<file path="src/rtl/fp_round_pack.sv">
// ---------------------------------------------------------------------------
// fp_round_pack
//   Final stage of the FP32 add pipeline. Accepts the unpacked sum from the
//   adder/normaliser, rounds it according to the requested rounding mode, and
//   packs an IEEE-754 single-precision result together with exception flags.
//
//   Two register stages with valid/ready backpressure:
//     S1 : rounding (increment decision, carry, adjusted exponent)
//     S2 : classification / packing into the output registers
//   The stage-advance terms are combinational from out_rdy, so a full pipe
//   streams one beat per clock with no bubbles.
//
// Ports
//   clk, rst   clock and synchronous active-high reset
//   in_vld     input beat valid
//   in_rdy     pipe can take a beat this cycle
//   in_class   00 OK, 01 NAN, 10 INF, 11 NUL (zero)
//   in_sign    result sign
//   in_exp     signed biased exponent of in_mant[26]
//   in_mant    [26] hidden one, [25:3] fraction, [2] guard, [1] round, [0] sticky
//   in_rm      00 RNE, 01 RTZ, 10 RUP (+inf), 11 RDN (-inf)
//   out_vld    result valid
//   out_rdy    downstream accepts the result
//   out_data   packed IEEE-754 single
//   out_flags  {invalid, overflow, underflow, inexact}
// ---------------------------------------------------------------------------
module fp_round_pack #(
  parameter int          EXP_W = 10,
  parameter logic [31:0] QNAN  = 32'h7FC0_0000
) (
  input  logic                    clk,
  input  logic                    rst,
  input  logic                    in_vld,
  output logic                    in_rdy,
  input  logic [1:0]              in_class,
  input  logic                    in_sign,
  input  logic signed [EXP_W-1:0] in_exp,
  input  logic [26:0]             in_mant,
  input  logic [1:0]              in_rm,
  output logic                    out_vld,
  input  logic                    out_rdy,
  output logic [31:0]             out_data,
  output logic [3:0]              out_flags
);

  localparam logic [1:0] CLS_OK  = 2'b00;
  localparam logic [1:0] CLS_NAN = 2'b01;
  localparam logic [1:0] CLS_INF = 2'b10;
  localparam logic [1:0] CLS_NUL = 2'b11;

  localparam logic [1:0] RM_RNE = 2'b00;
  localparam logic [1:0] RM_RTZ = 2'b01;
  localparam logic [1:0] RM_RUP = 2'b10;
  localparam logic [1:0] RM_RDN = 2'b11;

  // One extra bit over the input width so that exp + carry never wraps.
  localparam logic signed [EXP_W:0] EXP_OVF  = (EXP_W+1)'(255);
  localparam logic signed [EXP_W:0] EXP_ZERO = '0;

  // ---------------------------------------------------------------------------
  // Handshake
  // ---------------------------------------------------------------------------
  logic s1_vld_q, s1_vld_d;
  logic out_vld_q, out_vld_d;
  logic s2_adv;
  logic s1_adv;

  always_comb begin
    s2_adv = !out_vld_q || out_rdy;
    s1_adv = !s1_vld_q || s2_adv;
    in_rdy = s1_adv;
  end

  // ---------------------------------------------------------------------------
  // S1: rounding
  // ---------------------------------------------------------------------------
  logic                 rnd_lsb;
  logic                 rnd_g;
  logic                 rnd_r;
  logic                 rnd_s;
  logic                 rnd_inexact;
  logic                 rnd_up;
  logic [24:0]          rnd_m25;
  logic                 rnd_carry;
  logic [22:0]          rnd_frac;
  logic signed [EXP_W:0] rnd_exp;
  logic                 rnd_mant_zero;

  always_comb begin
    rnd_lsb     = in_mant[3];
    rnd_g       = in_mant[2];
    rnd_r       = in_mant[1];
    rnd_s       = in_mant[0];
    rnd_inexact = rnd_g | rnd_r | rnd_s;

    rnd_up = 1'b0;
    case (in_rm)
      RM_RNE:  rnd_up = rnd_g & (rnd_r | rnd_s | rnd_lsb);
      RM_RTZ:  rnd_up = 1'b0;
      RM_RUP:  rnd_up = rnd_inexact & !in_sign;
      RM_RDN:  rnd_up = rnd_inexact & in_sign;
      default: rnd_up = 1'b0;
    endcase

    rnd_m25   = {1'b0, in_mant[26:3]} + {24'd0, rnd_up};
    rnd_carry = rnd_m25[24];
    // A carry out of the significand can only come from all-ones + 1, so the
    // shifted fraction is zero and the exponent absorbs the carry.
    rnd_frac  = rnd_carry ? rnd_m25[23:1] : rnd_m25[22:0];

    rnd_exp = {in_exp[EXP_W-1], in_exp} + {{EXP_W{1'b0}}, rnd_carry};

    rnd_mant_zero = (in_mant == 27'd0);
  end

  logic [1:0]            s1_class_q,   s1_class_d;
  logic                  s1_sign_q,    s1_sign_d;
  logic [1:0]            s1_rm_q,      s1_rm_d;
  logic signed [EXP_W:0] s1_exp_q,     s1_exp_d;
  logic [22:0]           s1_frac_q,    s1_frac_d;
  logic                  s1_inexact_q, s1_inexact_d;
  logic                  s1_zero_q,    s1_zero_d;

  always_comb begin
    s1_vld_d     = s1_vld_q;
    s1_class_d   = s1_class_q;
    s1_sign_d    = s1_sign_q;
    s1_rm_d      = s1_rm_q;
    s1_exp_d     = s1_exp_q;
    s1_frac_d    = s1_frac_q;
    s1_inexact_d = s1_inexact_q;
    s1_zero_d    = s1_zero_q;

    if (s1_adv) begin
      s1_vld_d = in_vld;
    end

    // Payload only loads with a real beat, so an idle cycle leaves it intact.
    if (s1_adv && in_vld) begin
      s1_class_d   = in_class;
      s1_sign_d    = in_sign;
      s1_rm_d      = in_rm;
      s1_exp_d     = rnd_exp;
      s1_frac_d    = rnd_frac;
      s1_inexact_d = rnd_inexact;
      s1_zero_d    = rnd_mant_zero;
    end
  end

  // ---------------------------------------------------------------------------
  // S2: pack
  // ---------------------------------------------------------------------------
  logic [31:0] pack_data;
  logic [3:0]  pack_flags;
  logic        ovf_to_inf;

  always_comb begin
    pack_data  = 32'd0;
    pack_flags = 4'd0;

    // Overflow goes to infinity when the rounding direction points away from
    // zero for this sign; otherwise it saturates at the largest finite value.
    ovf_to_inf = 1'b0;
    case (s1_rm_q)
      RM_RNE:  ovf_to_inf = 1'b1;
      RM_RTZ:  ovf_to_inf = 1'b0;
      RM_RUP:  ovf_to_inf = !s1_sign_q;
      RM_RDN:  ovf_to_inf = s1_sign_q;
      default: ovf_to_inf = 1'b1;
    endcase

    if (s1_class_q == CLS_NAN) begin
      pack_data  = QNAN;
      pack_flags = 4'b1000;
    end else if (s1_class_q == CLS_INF) begin
      pack_data  = {s1_sign_q, 8'hFF, 23'd0};
      pack_flags = 4'b0000;
    end else if (s1_class_q == CLS_NUL || s1_zero_q) begin
      pack_data  = {s1_sign_q, 31'd0};
      pack_flags = 4'b0000;
    end else if (s1_exp_q >= EXP_OVF) begin
      pack_data  = ovf_to_inf ? {s1_sign_q, 8'hFF, 23'd0}
                              : {s1_sign_q, 8'hFE, 23'h7F_FFFF};
      pack_flags = 4'b0101;
    end else if (s1_exp_q <= EXP_ZERO) begin
      // No subnormal support: tiny results flush to a signed zero.
      pack_data  = {s1_sign_q, 31'd0};
      pack_flags = 4'b0011;
    end else begin
      pack_data  = {s1_sign_q, s1_exp_q[7:0], s1_frac_q};
      pack_flags = {3'b000, s1_inexact_q};
    end
  end

  logic [31:0] out_data_q,  out_data_d;
  logic [3:0]  out_flags_q, out_flags_d;

  always_comb begin
    out_vld_d   = out_vld_q;
    out_data_d  = out_data_q;
    out_flags_d = out_flags_q;

    if (s2_adv) begin
      out_vld_d = s1_vld_q;
    end

    if (s2_adv && s1_vld_q) begin
      out_data_d  = pack_data;
      out_flags_d = pack_flags;
    end
  end

  // ---------------------------------------------------------------------------
  // Registers
  // ---------------------------------------------------------------------------
  always_ff @(posedge clk) begin
    if (rst) begin
      s1_vld_q     <= 1'b0;
      s1_class_q   <= CLS_OK;
      s1_sign_q    <= 1'b0;
      s1_rm_q      <= RM_RNE;
      s1_exp_q     <= '0;
      s1_frac_q    <= '0;
      s1_inexact_q <= 1'b0;
      s1_zero_q    <= 1'b0;
      out_vld_q    <= 1'b0;
      out_data_q   <= '0;
      out_flags_q  <= '0;
    end else begin
      s1_vld_q     <= s1_vld_d;
      s1_class_q   <= s1_class_d;
      s1_sign_q    <= s1_sign_d;
      s1_rm_q      <= s1_rm_d;
      s1_exp_q     <= s1_exp_d;
      s1_frac_q    <= s1_frac_d;
      s1_inexact_q <= s1_inexact_d;
      s1_zero_q    <= s1_zero_d;
      out_vld_q    <= out_vld_d;
      out_data_q   <= out_data_d;
      out_flags_q  <= out_flags_d;
    end
  end

  assign out_vld   = out_vld_q;
  assign out_data  = out_data_q;
  assign out_flags = out_flags_q;

endmodule

</file>
<file path="config.mk">
export PLATFORM = sky130hd
export DESIGN_NAME = fp_round_pack
export DESIGN_NICKNAME = d
export VERILOG_FILES = /design/src/rtl/fp_round_pack.sv
export SDC_FILE = /design/constraint.sdc
export NUM_CORES = 1
export LEC_CHECK = 0
export BUFFER_PORTS_ARGS = -buffer_cell sky130_fd_sc_hd__buf_2
export CORE_MARGIN = 3
export CORE_UTILIZATION = 60
export CTS_BUF_LIST = sky130_fd_sc_hd__clkbuf_8
export DETAILED_ROUTE_END_ITERATION = 8
export PLACE_DENSITY = 0.94
export RECOVER_POWER = 50
export SYNTH_ARGS = -nofsm -noshare
export SYNTH_HDL_FRONTEND = slang
export SYNTH_SLANG_ARGS = --single-unit
</file>
<file path="constraint.sdc">
create_clock -name clk -period 8.7 [get_ports clk]
set_clock_uncertainty 0.15 [all_clocks]
set_input_delay 0.87 -clock clk [delete_from_list [all_inputs] [get_ports clk]]
set_output_delay 0.87 -clock clk [all_outputs]
set_load 0.02 [all_outputs]
</file>
# == Word level (Yosys, flattened, before mapping) ==
# Index checks and enable logic that the tools add are counted.
# word_totals
wordCells,57
reg_bits,79
output_inout_bits,38
# op_classes
reduce_logical,12
muxes,14
magnitude_cmp,2
n_addsub,2
n_eq_ne,9
bitwise_logic,7
# op_table
cell,n
31-bit two-way mux,4
32-bit two-way mux,1
27-bit zero test,1
24-bit by 1-bit adder with 25-bit output,1
24-bit two-way mux,1
23-bit two-way mux,1
2-bit equality test (second input constant),6
10-bit by 2-bit adder with 11-bit output,1
11-bit by 9-bit >= comparator with 1-bit output (second input constant),1
11-bit by 1-bit <= comparator with 1-bit output (second input constant),1
3-bit two-way mux,3
1-bit case mux with 4 select lines,2
2-bit by 1-bit equality test with 1-bit output (second input constant),3
1-bit zero test,4
2-bit zero test,2
4-bit two-way mux,1
1-bit bitwise OR,4
1-bit AND,3
1-bit logical OR,3
1-bit logical AND,2
2-bit two-way mux,1

# == Longest topological paths before layout ==
# Gate-level depths: netlist of run 1.
# depth
word_depth,7
depth_mapped,15
depth_no_buf,15

# == Least setup slack after synthesis of run 1 ==
# OpenSTA, ideal clock, no wires.
# synth_timing
kind,input to register
start,input in_sign
end,register s1_exp_q[8]
setup_ns,0.086
cell_stages,15
slack_ns,4.849
arrival_ns,3.615
n_path_buf,0
cell_sequence,nand2_1 -> xnor2_1 -> nor3_1 -> ha_1 -> ha_1 -> nand4_1 -> or4_4 -> nor3_4 -> ha_1 -> ha_1 -> and3_1 -> and3_1 -> nand3_1 -> xor2_1 -> a211oi_1
# synth_via
elab_chain_cells,5
word_cells_on_any_way,6
cone_classes,add/sub (2); mux (1); bitwise (2); reduce/logical (1)
# synth_rtl
element,line_no,source
start: declaration,36,"input logic in_sign,"
1-bit zero test,100,RM_RUP: rnd_up = rnd_inexact & !in_sign;
1-bit AND,100,
1-bit case mux with 4 select lines (*),97,case (in_rm)
24-bit by 1-bit adder with 25-bit output (*),105,"rnd_m25 = {1'b0, in_mant[26:3]} + {24'd0, rnd_up};"
10-bit by 2-bit adder with 11-bit output (*),111,"rnd_exp = {in_exp[EXP_W-1], in_exp} + {{EXP_W{1'b0}}, rnd_carry};"
end signal: assignment,234,s1_exp_q <= s1_exp_d;
end: declaration,119,"logic signed [EXP_W:0] s1_exp_q, s1_exp_d;"
# Every way passes the cells marked *; elsewhere a longest branch is shown, timed or not.
# A chain may end at the register's enable or synchronous reset.

==> impl_metrics.ini, run 1 <==
[status]
outcome = finished, violations left
failed_checks = max-capacitance violations, max-slew violations

[setup_path]
worstPathRequired_ns = 8.78
worstPathArrival_ns = 4.08
criticalPathCategory = input port to flip-flop
worstSetupStartpointType = input port
crit_path_end_kind = flip-flop
crit_path_max_fanout = 75

[placement]
dp_hpwl_um = 7340
place_congestion = 0.888
portBuffers = 83
dpl_cell_area_um2 = 4300
pre_cts_ws_ns = 4.45

[finish]
multi_input_area_um2 = 2140
drive_above_1_share = 0.144
ff_latch_area_um2 = 1580
fillers = 506
final_nets = 601
fin_area_um2 = 4440
area_growth_pct = 14.9

[yosys]
async_reset_ff_frac = 0
synth.distinct_cells = 42
synth_ff_type = dfxtp_1
ys_seq_elements = 79
netlist_instances = 482
synth_area_um2 = 3870
ys_warn_count = 0
ys_seq_area_frac = 0.409
avgSynthCellArea_um2 = 8.02
synth_nets = 532
synth_edf_count = 0

[grt]
grt_pass1_vias = 3456
grt_use_total = 0.270
grt_pass1_wl_um = 16200
antenna_found_initial = 0
grt_overflow = 0
grt_max_degree = 76

[timing]
timing.fmax_mhz = 250
relSlewSlack = -1.12
hold_ws_ns = 0.311
hold_viol_final = 0
worstMarginPinSlew_ns = 3.17
period_share = 0.460
setup_tns_ns = 0
worst_slack_ns = 4.70
setup_viol = 0
maxSlewViolCount = 76
rsz0062_at_grt = false
fin_crit_ns = 4.00

[pwr]
clkPwrFrac = 0.334
power_switching_w = 0.000239
ir_worst_vdd_v = 0.000143
comb_power_share = 0.167
switching_share = 0.298
intPower_w = 0.000562
pwr-share-seq = 0.499
power.density_nw_per_um2 = 180
power_leakage_nw = 1.57

[drt]
firstDrtPassIters = 5
via_per_inst = 6.29
routed-via-count = 3975
route.antenna.remaining_nets = 0
wl_per_cell_um = 16.2
routed_wl_um = 10300
drtIter0Drc = 426
drc_errors = 0

[floorplan]
initial_core_util = 0.634
fp.dieH_um = 86.3
fp-row-count = 28
fp.dieW_um = 86.3
ioPinCount = 84
dieArea_um2 = 7440
coreArea_um2 = 6100

[hold_path]
hold_class = flip-flop to flip-flop

[cts]
ctsHoldBuffers = 0
htree_levels = 3
clk_pin_slew_ns = 0.09
postCtsSetupRepairBufs = 0
cts.sinks = 79
cts_tree = done
root_buffer = clkbuf_8
numCtsBuffers = 9
clock_latency_ns = 0.35
clock_path_buffers = 2
cts_resized = 0

[run]
cap_violations = 1
## worst max-delay path, stage by stage
cell,delay (ns)
buf_2,0.07
clkbuf_1,2.21
nor2_1,0.53
nand2_1,0.22
o21ai_0,0.10
## kinds of logic (layout without fill, tap and decap cells)
family,count (synthesis),count (layout),synth area share
other,0,1,0
AOI/OAI and AO/OA,126,126,0.214
DFF,79,79,0.409
adders and majority gates,4,4,0.0129
buffers and inverters,37,111,0.0372
xor gates and xnor gates,30,30,0.0680
and+or+nand+nor,206,206,0.259
## final timing paths
check                           cells past startpoint     startpoint  slack [ns]             to
worst max-delay path                                5            rst        4.70  s1_frac_q[21]
worst min-delay path                                2   out_flags[0]        0.31   out_flags[0]
worst max register to register                      5  s1_class_q[1]        6.14    out_data[3]
worst min register to register                      2   out_flags[0]        0.31   out_flags[0]
## layout make-up
class,instances,share of cell area
repair buffers,87,0.0890
diodes,1,0.000563
flip-flops and latches,79,0.356
clock inverters,7,0.0158
clock buffers,9,0.0279
inverters,8,0.00676
well taps,75,0.0211
multi-input cells,366,0.483
## power groups by stage
stage	Combinational [W]	Clock (W)	Sequential, W
3_5_place_dp	0.000133	0	0.000407
4_1_cts	0.000134	0.000268	0.000398
3_3_place_gp	0.000128	0	0.000406
2_1_floorplan	0.0000784	0	0.000413
6_report	0.000134	0.000268	0.000400
5_1_grt	0.000147	0.000286	0.000402
## stage by stage
| stage | util | instances | power [W] |
|---|---|---|---|
| 2_1_floorplan | - | 482 | 0.000491 |
| 3_3_place_gp | 0.705 | 615 | 0.000534 |
| 3_5_place_dp | 0.705 | 615 | 0.000540 |
| 4_1_cts | 0.736 | 631 | 0.000800 |
| 5_1_grt | 0.728 | 631 | 0.000835 |
| 6_report | 0.729 | 632 | 0.000801 |
## synthesized netlist by cell type, drive strengths merged, types with 2 or more instances
library cell,number,share of area
a221oi,10,0.023
nor4,12,0.019
buf,4,0.0052
nand4,8,0.013
or4,2,0.0058
nor3,20,0.030
o31ai,2,0.0039
or3,6,0.010
nand3,21,0.030
a211oi,26,0.050
clkbuf,25,0.024
xnor2,24,0.054
nand2b,3,0.0049
a22oi,3,0.0058
xor2,6,0.014
a311oi,15,0.034
a21oi,48,0.064
or2,5,0.0081
and3,4,0.0065
dfxtp,79,0.41
and4,3,0.0068
inv,8,0.0078
nand2,70,0.070
nor2,48,0.047
ha,4,0.013
o21ai,16,0.021
## routing by layer
layer | wire length (um) | global-route usage | up-vias
met5 | 0 | 0 | -
met4 | 312 | 0.127 | 0
li1 | - | - | 1905
met2 | 4680 | 0.420 | 216
met1 | 4350 | 0.370 | 1821
met3 | 907 | 0.0399 | 33
## registers in the layout, summed over array words and instances, names as in the netlist
signal	cells
s1_frac_q	23
out_flags	4
s1_zero_q	1
s1_exp_q	11
s1_class_q	2
s1_inexact_q	1
out_vld	1
out_data	32
s1_sign_q	1
s1_vld_q	1
s1_rm_q	2
## cells in the final DEF (no fill, tap or decap), types with 2 or more instances in the layout
cell type	n
nand3_1	20
a21oi_1	45
clkbuf_1	38
clkbuf_8	9
nor4_1	12
buf_2	46
inv_1	8
inv_6	2
nand4_1	8
a211oi_1	26
or4_4	2
a221oi_1	10
clkinv_2	3
dfxtp_1	79
xor2_1	6
nand2b_1	3
nor3_1	18
buf_4	3
nor2_1	48
or2_2	5
and4_1	3
or3_1	5
a311oi_1	15
o31ai_1	2
a21oi_2	3
and3_1	4
nand2_1	69
xnor2_1	24
a22oi_1	3
ha_1	4
o21ai_0	16
Note: power is estimated with default switching activity, not from simulation.
==> run 2: changes to the inputs <==
- CORE_UTILIZATION: 60 -> 51
- PLACE_DENSITY: 0.94 -> 0.86
- clock period: 8.7 -> 3.6 ns (I/O delays scaled with it)
==> run 2 against run 1 <==
  * The flow still finishes with violations (max-capacitance violations, max-slew violations)
  * Global-route usage shrank 4.5 points
  * Total power up 130%
  * Cell count grew 3.8%
  * Sequential power grew 140%
  * Non-clock buffer count increased by 3
  * Utilization fell by 12 points
  * Register-to-register slack lost 5.3 ns
  * Sequential share of layout area shrank 0.050 points
  * Largest power group unchanged
  * Highest routed layer unchanged
==> impl_metrics.ini, run 2 (same netlist as run 1, synthesis figures left out) <==
[finish]
diodes = 0
area_growth_pct = 15.0
mostFrequentLayoutCell = dfxtp_1
final_cell_mix = dfxtp_1, nand2_1, nor2_1
drive_above_1_share = 0.133
fin_area_um2 = 4450
final_nets = 604
largest_register_ffs = 32
fillers = 651

[cts]
cts_resized = 0
clock_path_buffers = 2
htree_levels = 3
ctsHoldBuffers = 0
clock_latency_ns = 0.35
root_buffer = clkbuf_8
numCtsBuffers = 9
postCtsSetupRepairBufs = 0
cts.sinks = 79
clk_pin_slew_ns = 0.07
cts_tree = done

[timing]
relSlewSlack = -0.261
fin_crit_ns = 3.19
setup_viol = 0
timing.fmax_mhz = 314
maxSlewViolCount = 45
rsz0062_at_grt = false
worst_slack_ns = 0.413
worstMarginPinSlew_ns = 1.89
setup_tns_ns = 0
hold_viol_final = 0
period_share = 0.885

[drt]
route.antenna.remaining_nets = 0
drc_errors = 0
drtIter0Drc = 355
firstDrtPassIters = 5
via_per_inst = 5.84
routed-via-count = 3834
routed_wl_um = 9960
wl_per_cell_um = 15.2

[pwr]
power.density_nw_per_um2 = 417
power_leakage_nw = 1.57
ir_worst_vdd_v = 0.000216

[hold_path]
hold_class = input port to flip-flop

[grt]
use_met3 = 0.0322
grtUsageMet1 = 0.314
grt_overflow = 0
antenna_found_initial = 0
grt_pass1_vias = 3273
grt_max_degree = 56
met2_usage = 0.344
grt_pass1_wl_um = 15700
grt_use_total = 0.225
grt_busiest_layer = met2

[floorplan]
dieArea_um2 = 8660
coreArea_um2 = 7290
initial_core_util = 0.530
fp-row-count = 31
ioPinCount = 84
fp.dieH_um = 93.1
fp.dieW_um = 93.1

[placement]
dpl_cell_area_um2 = 4350
place_congestion = 0.919
portBuffers = 83
pre_cts_ws_ns = 0.0591
dp_hpwl_um = 7400

[status]
failed_checks = max-capacitance violations, max-slew violations
outcome = finished, violations left

[setup_path]
crit_path_end_kind = flip-flop
criticalPathCategory = input port to flip-flop
crit_path_max_fanout = 4
worstPathRequired_ns = 3.70
worstPathArrival_ns = 3.28
worstSetupStartpointType = input port

[run]
cap_violations = 1
==> run 2: final cells by class <==
| type | count | area [um2] | area share |
|---|---|---|---|
| multi-input combinational | 366 | 2140 | 0.481 |
| sequential | 79 | 1580 | 0.356 |
| timing repair buffer | 90 | 408 | 0.0917 |
| clock buffer | 11 | 151 | 0.0340 |
| tap | 99 | 124 | 0.0278 |
| inverter | 8 | 30.0 | 0.00675 |
| clock inverter | 3 | 12.5 | 0.00281 |
==> run 2: final timing paths <==
check,startpoint,depth (start not counted),slack [ns],end
setup reg to reg,out_vld,5,0.82,s1_exp_q[5]
setup / recovery,in_rm[1],16,0.41,s1_exp_q[8]
hold reg to reg,out_flags[0],2,0.30,out_flags[0]
hold / removal,in_sign,3,0.11,s1_sign_q
==> run 2: metal layers <==
layer	part of all wire	routed length [um]	vias to the layer above
li1	-	-	1905
met1	0.45	4530	1762
met2	0.45	4510	146
met3	0.070	701	21
met4	0.022	217	0
met5	0	0	-
==> run 2: where the power goes <==
part	switching [W]	internal [W]	leakage, nW	total (W)
combinational	0.000208	0.000111	0.826	0.000319
sequential	0.0000394	0.000926	0.649	0.000965
clock	0.000296	0.000274	0.0937	0.000571
==> run 2: per-stage QoR <==
step,power [W],cells,hold WS [ns],util
global placement,0.00129,642,0.288,0.596
CTS,0.00186,656,0.108,0.619
floorplan,0.00119,482,0.275,-
global route,0.00193,656,0.124,0.610
detailed placement,0.00131,642,0.291,0.596
finish,0.00185,656,0.109,0.610
==> run 2: critical path, cell delays in order <==
cell and delay (ns):
buf_2 0.10, nand2_1 0.06, xnor2_1 0.12, nor3_1 0.18, ha_1 0.23, ha_1 0.18, nand4_1 0.09, or4_4 0.45
nor3_4 0.22, ha_1 0.21, ha_1 0.18, and3_1 0.22, and3_1 0.21, nand3_1 0.11, xor2_1 0.15, a211oi_1 0.21
